**src/rtl/shift_reg_seq_if.sv**
```systemverilog
// Request-side handshake between a transfer requester and the shift-register sequencer.
interface shift_reg_seq_if;
  logic       start;
  logic       mode;
  logic [7:0] din;
  logic       rx_in;
  logic       abort;
  logic       busy;
  logic       done;

  modport master (
    output start, mode, din, rx_in, abort,
    input  busy, done
  );

  modport slave (
    input  start, mode, din, rx_in, abort,
    output busy, done
  );
endinterface

```
**src/rtl/shift_reg_seq.sv**
```systemverilog
// Sequencer driving op/data/serial_in of an 8-bit shift register through one
// complete TX (load then shift out) or RX (clear then shift in) transfer.
module shift_reg_seq #(
  parameter int          NBITS    = 8,
  parameter int          DIV      = 1,
  parameter logic [2:0]  OP_HOLD  = 3'b000,
  parameter logic [2:0]  OP_LOAD  = 3'b001,
  parameter logic [2:0]  OP_SHIFT = 3'b010
) (
  input  logic            clk,
  input  logic            rst,
  shift_reg_seq_if.slave  req,
  output logic [2:0]      sr_op,
  output logic [7:0]      sr_data,
  output logic            sr_serial_in
);

  localparam int                CNT_W    = $clog2(NBITS + 1);
  localparam logic [CNT_W-1:0]  BIT_LAST = CNT_W'(NBITS);
  localparam logic [15:0]       DIV_LAST = (DIV > 1) ? 16'(DIV - 2) : 16'd0;

  typedef enum logic [2:0] {
    S_IDLE,
    S_LOAD,
    S_WAIT,
    S_SHIFT,
    S_DONE
  } state_t;

  state_t            state, state_nx;
  logic [CNT_W-1:0]  bit_cnt, bit_cnt_nx;
  logic [15:0]       div_cnt, div_cnt_nx;
  logic              mode_r, mode_nx;
  logic [7:0]        din_r, din_nx;
  logic [2:0]        op_nx;
  logic [7:0]        data_nx;
  logic              busy_r, busy_nx;
  logic              done_r, done_nx;

  always_comb begin
    state_nx   = state;
    bit_cnt_nx = bit_cnt;
    div_cnt_nx = div_cnt;
    mode_nx    = mode_r;
    din_nx     = din_r;

    unique case (state)
      S_IDLE: begin
        if (req.start) begin
          state_nx = S_LOAD;
          mode_nx  = req.mode;
          din_nx   = req.din;
        end
      end
      S_LOAD: begin
        bit_cnt_nx = '0;
        div_cnt_nx = '0;
        state_nx   = (DIV > 1) ? S_WAIT : S_SHIFT;
      end
      S_WAIT: begin
        div_cnt_nx = div_cnt + 16'd1;
        if (div_cnt == DIV_LAST) state_nx = S_SHIFT;
      end
      S_SHIFT: begin
        bit_cnt_nx = bit_cnt + 1'b1;
        div_cnt_nx = '0;
        if (bit_cnt_nx == BIT_LAST) state_nx = S_DONE;
        else                        state_nx = (DIV > 1) ? S_WAIT : S_SHIFT;
      end
      S_DONE: begin
        state_nx = S_IDLE;
      end
      default: begin
        state_nx = S_IDLE;
      end
    endcase

    // Abort only cancels a transfer in flight; the register keeps whatever it holds.
    if (req.abort && (state inside {S_LOAD, S_WAIT, S_SHIFT})) state_nx = S_IDLE;

    // Outputs are computed for the state being entered so they are registered with it.
    op_nx   = OP_HOLD;
    data_nx = sr_data;
    busy_nx = (state_nx != S_IDLE);
    done_nx = (state_nx == S_DONE);
    case (state_nx)
      S_LOAD: begin
        op_nx   = OP_LOAD;
        data_nx = mode_nx ? 8'h00 : din_nx;
      end
      S_SHIFT: op_nx = OP_SHIFT;
      default: op_nx = OP_HOLD;
    endcase
  end

  always_ff @(posedge clk) begin
    if (rst) begin
      state   <= S_IDLE;
      bit_cnt <= '0;
      div_cnt <= '0;
      mode_r  <= 1'b0;
      sr_op   <= OP_HOLD;
      sr_data <= 8'h00;
      busy_r  <= 1'b0;
      done_r  <= 1'b0;
    end else begin
      state   <= state_nx;
      bit_cnt <= bit_cnt_nx;
      div_cnt <= div_cnt_nx;
      mode_r  <= mode_nx;
      sr_op   <= op_nx;
      sr_data <= data_nx;
      busy_r  <= busy_nx;
      done_r  <= done_nx;
    end
  end

  always_ff @(posedge clk) begin
    din_r <= din_nx;
  end

  assign req.busy     = busy_r;
  assign req.done     = done_r;
  assign sr_serial_in = mode_r ? req.rx_in : 1'b0;

endmodule
```
**src/flat_wrapper.sv**
```systemverilog
// flat-port wrapper written by rule: the top's interface ports become plain ports
module shift_reg_seq_flat 
#(
  parameter int          NBITS    = 8,
  parameter int          DIV      = 1,
  parameter logic [2:0]  OP_HOLD  = 3'b000,
  parameter logic [2:0]  OP_LOAD  = 3'b001,
  parameter logic [2:0]  OP_SHIFT = 3'b010
)
  (clk, rst, sr_op, sr_data, sr_serial_in, req_start, req_mode, req_din, req_rx_in, req_abort, req_busy, req_done);
  shift_reg_seq_if req_i ();
  input  logic clk;
  input  logic rst;
  output logic [2:0] sr_op;
  output logic [7:0] sr_data;
  output logic sr_serial_in;
  input wire logic [$bits(req_i.start)-1:0] req_start;
  input wire logic [$bits(req_i.mode)-1:0] req_mode;
  input wire logic [$bits(req_i.din)-1:0] req_din;
  input wire logic [$bits(req_i.rx_in)-1:0] req_rx_in;
  input wire logic [$bits(req_i.abort)-1:0] req_abort;
  output wire logic [$bits(req_i.busy)-1:0] req_busy;
  output wire logic [$bits(req_i.done)-1:0] req_done;
  assign req_i.start = req_start;
  assign req_i.mode = req_mode;
  assign req_i.din = req_din;
  assign req_i.rx_in = req_rx_in;
  assign req_i.abort = req_abort;
  assign req_busy = req_i.busy;
  assign req_done = req_i.done;
  shift_reg_seq #(.NBITS(NBITS), .DIV(DIV), .OP_HOLD(OP_HOLD), .OP_LOAD(OP_LOAD), .OP_SHIFT(OP_SHIFT)) u_core (.clk(clk), .rst(rst), .req(req_i), .sr_op(sr_op), .sr_data(sr_data), .sr_serial_in(sr_serial_in));
endmodule
```
**config.mk**
```make
export PLATFORM = sky130hd
export DESIGN_NAME = shift_reg_seq_flat
export DESIGN_NICKNAME = d
export VERILOG_FILES = /design/src/rtl/shift_reg_seq_if.sv /design/src/rtl/shift_reg_seq.sv /design/src/flat_wrapper.sv
export SDC_FILE = /design/constraint.sdc
export NUM_CORES = 1
export LEC_CHECK = 0
export ABC_CLOCK_PERIOD_IN_PS = 3500
export BUFFER_PORTS_ARGS = -buffer_cell sky130_fd_sc_hd__buf_2
export CAP_MARGIN = 20
export CORE_AREA = 2 2 70 72
export DETAILED_ROUTE_END_ITERATION = 12
export DIE_AREA = 0 0 72 74
export GPL_TIMING_DRIVEN = 0
export PLACE_DENSITY = 0.64
export SLEW_MARGIN = 15
export SYNTH_ARGS = -nofsm -noshare
export SYNTH_HDL_FRONTEND = slang
export SYNTH_SLANG_ARGS = --single-unit
```
**constraint.sdc**
```tcl
create_clock -name clk -period 3.5 [get_ports clk]
set_clock_uncertainty 0.05 [all_clocks]
set_input_delay 1.05 -clock clk [delete_from_list [all_inputs] [get_ports clk]]
set_output_delay 1.05 -clock clk [all_outputs]
set_load 0.03 [all_outputs]
```
==> results.sh <==
export IMPL_rsz0062_at_grt="no"
export IMPL_fin_crit_sh_pct=72.6
export IMPL_cts_tree="built"
export IMPL_core_um2=4600
export IMPL_rows=25
export IMPL_setup_viol=0
export IMPL_dieArea_um2=5330
export IMPL_num_vias=1526
export IMPL_syn_nets=218
export IMPL_place_congestion=0.849
export IMPL_clockBufferDepth=2
export IMPL_fmax_mhz=393
export IMPL_clk_latency_ps=290
export IMPL_worstRegToRegCells=4
export IMPL_drc_errors=0
export IMPL_cts_root_buf="clkbuf_8"
export IMPL_num_antenna_cells=0
export IMPL_cts_buffers=5
export IMPL_r2r_end="u_core.req.busy"
export IMPL_htree_levels=2
export IMPL_yosysWarningCount=0
export IMPL_synth_cell_area_um2=1760
export IMPL_drtIter0Drc=94
export IMPL_maxCapViolCount=0
export IMPL_antenna_found_initial=0
export IMPL_r2r_slack_ps=1520
export IMPL_numClockSinks=36
export IMPL_viasPerCell=5.30
export IMPL_crit_top_cell="buf_2"
export IMPL_startpoint="req_rx_in"
export IMPL_ios=28
export IMPL_fin_crit_ps=2540
export IMPL_cts_resized=0
export IMPL_cp_endpoint="sr_serial_in"
export IMPL_r2r_start="u_core.bit_cnt[0]"
export IMPL_cp_arrival_ps=1440
export IMPL_final_max_slew_viol_count=0
export IMPL_grt_start_max_net_pins=13
export IMPL_fillers=447
export IMPL_crit_required_ps=2400
export IMPL_start_util_pct=38.2
export IMPL_path_class="in2out"
export IMPL_nets=251
export IMPL_dp_hpwl_mm=2.53
export IMPL_hold_viol=0
export IMPL_dieHeight_um=74
export IMPL_max_vdd_ir_drop_v=0.000298
export IMPL_synth_top_area_share_pct=41.1
export IMPL_hp_class="reg2reg"
export IMPL_cellLeakagePower_nw=0.842
export IMPL_seq_area_frac_synth_pct=41.1
export IMPL_syn_to_final_growth_pct=20.3
export IMPL_critical_path_slowest_cell="buf_2"
export IMPL_layout_drive_gt1_share_pct=20.9
export IMPL_synth_area_leader_cell="dfxtp_1"
export IMPL_final_util_pct=45.9
export IMPL_fin_tns_setup_ps=0
export IMPL_grt_pass1_wl_mm=6.29
export IMPL_cts_setup_buffers=0
export IMPL_cpPeakStageDelay_ps=170
export IMPL_dr_pass1_iters=4
export IMPL_hold_start="u_core.sr_data[7]"
export IMPL_gr_total_overflow=0
export IMPL_die_x_um=72
export IMPL_power_density_nw_per_um2=493
export IMPL_hold_buffers=0
export IMPL_synth_cells=200
export IMPL_ys_ff_latch=36
export IMPL_grt_usage_pct=15.3
export IMPL_crit_chain="buf_2, and2_1, buf_2"
export IMPL_ys_flop_type="dfxtp_1"
export IMPL_wire_per_inst_um=12.7
export IMPL_grt_pass1_vias=1364
export IMPL_synthTopCellsByArea="dfxtp_1, a21oi_1, nand3b_1, nor2_1, nand2_1"
export IMPL_cp_start_kind="input port"
export IMPL_crit_path_max_fanout=1
export IMPL_synth_distinct_cells=50
export IMPL_final_seq_area_um2=721
export IMPL_routed_wl_mm=3.65
export IMPL_end_kind="output pin"
export IMPL_synth_edf_count=0
export IMPL_worst_slew_pin_slew_ps=635
export IMPL_multi_input_area_um2=935
export IMPL_drtAntennaViolNets=0
export IMPL_io_buffers=26
export IMPL_synth_area_per_cell_um2=8.78
export IMPL_slew_headroom_pct=57.1
export IMPL_async_flop_share_pct=0
export IMPL_status="finished, final reports clean"
export IMPL_cts_clk_slew_worst_paths_ps=80
where the power goes:
| part | internal, W | switching, W | total [W] |
|---|---|---|---|
| clock | 0.000357 | 0.000163 | 0.000519 |
| combinational | 0.0000356 | 0.0000625 | 0.0000981 |
| sequential | 0.000420 | 0.00000464 | 0.000424 |
how the worst min path moves through the flow:
stage                             end  slack (ps)  cells after the start
finish              u_core.sr_data[7]         400                      2
global route        u_core.sr_data[7]         420                      2
CTS                 u_core.sr_data[7]         410                      2
detailed placement  u_core.sr_data[7]         390                      2
global placement    u_core.sr_data[3]         390                      2
floorplan               u_core.mode_r         380                      2
stage by stage:
step	instances	cell area (um2)	hold slack [ps]	setup WS [ps]	power, W
after floorplan	200	1760	382	1070	0.000503
after CTS	288	2110	406	956	0.00105
after global placement	280	1950	389	954	0.000532
after global routing	288	2110	416	932	0.00108
after detailed placement	280	1950	394	956	0.000532
final	288	2110	404	957	0.00104
layer usage:
metal / wire (um) / share of wire, % / track usage, %
met3: 147 / 4.0 / 4.61
met5: 0 / 0 / 0
met2: 1640 / 45 / 23.5
met4: 107 / 2.9 / 8.18
met1: 1760 / 48 / 19.6
registers in the layout (all words and copies together) (netlist names):
register,flops
u_core.bit_cnt,4
u_core.div_cnt,16
u_core.mode_r,1
u_core.req.busy,1
u_core.req.done,1
u_core.sr_data,8
u_core.sr_op,2
u_core.state,3
layout make-up:
class	instances	area share, %
inverter	8	1.42
multi-input combinational	145	44.3
clock inverter	3	4.27
clock buffer	5	3.26
sequential	36	34.1
timing repair buffer	26	6.16
tap	54	3.20
buffer	11	3.32
critical path: cells and delay by family:
family	cells	cell delay [ps]
simple gates	1	130
buf+inv	2	260
cell families after synthesis:
kind of cell	Yosys count	synth area share, %
AOI/OAI and AO/OA	45	15.8
adders and majority gates	4	2.85
xor gates and xnor gates	8	3.99
buffers and inverters	19	5.70
and+or+nand+nor	87	30.4
other	1	0.214
DFF	36	41.1
synthesized netlist by cell type (all sizes together) (2+ instances only):
cell type and n:
o211ai 2, o31ai 4, nand3b 10, nor3b 2, nand4 4, clkbuf 3
and3 2, nor4 3, ha 4, nand3 7, or3 4, o21ai 7
inv 8, nor3 2, dfxtp 36, nand2b 2, or4 4, nor2 18
nand2 17, buf 8, xor2 7, and2 4, a21oi 21
layout by cell type (no fill, tap or decap), types with 3 or more instances in the layout:
master	instances
buf_2	28
nor4_1	3
bufinv_16	3
clkbuf_1	3
or3_1	3
a21oi_1	21
clkbuf_8	5
dfxtp_1	36
or4_1	4
nor2_1	18
nand3b_1	10
buf_4	3
nand4_1	3
nand2_1	17
nand3_1	7
ha_1	4
and2_1	4
xor2_1	7
o31ai_1	4
inv_1	8
o21ai_0	7
(Power assumes the default switching activity.)
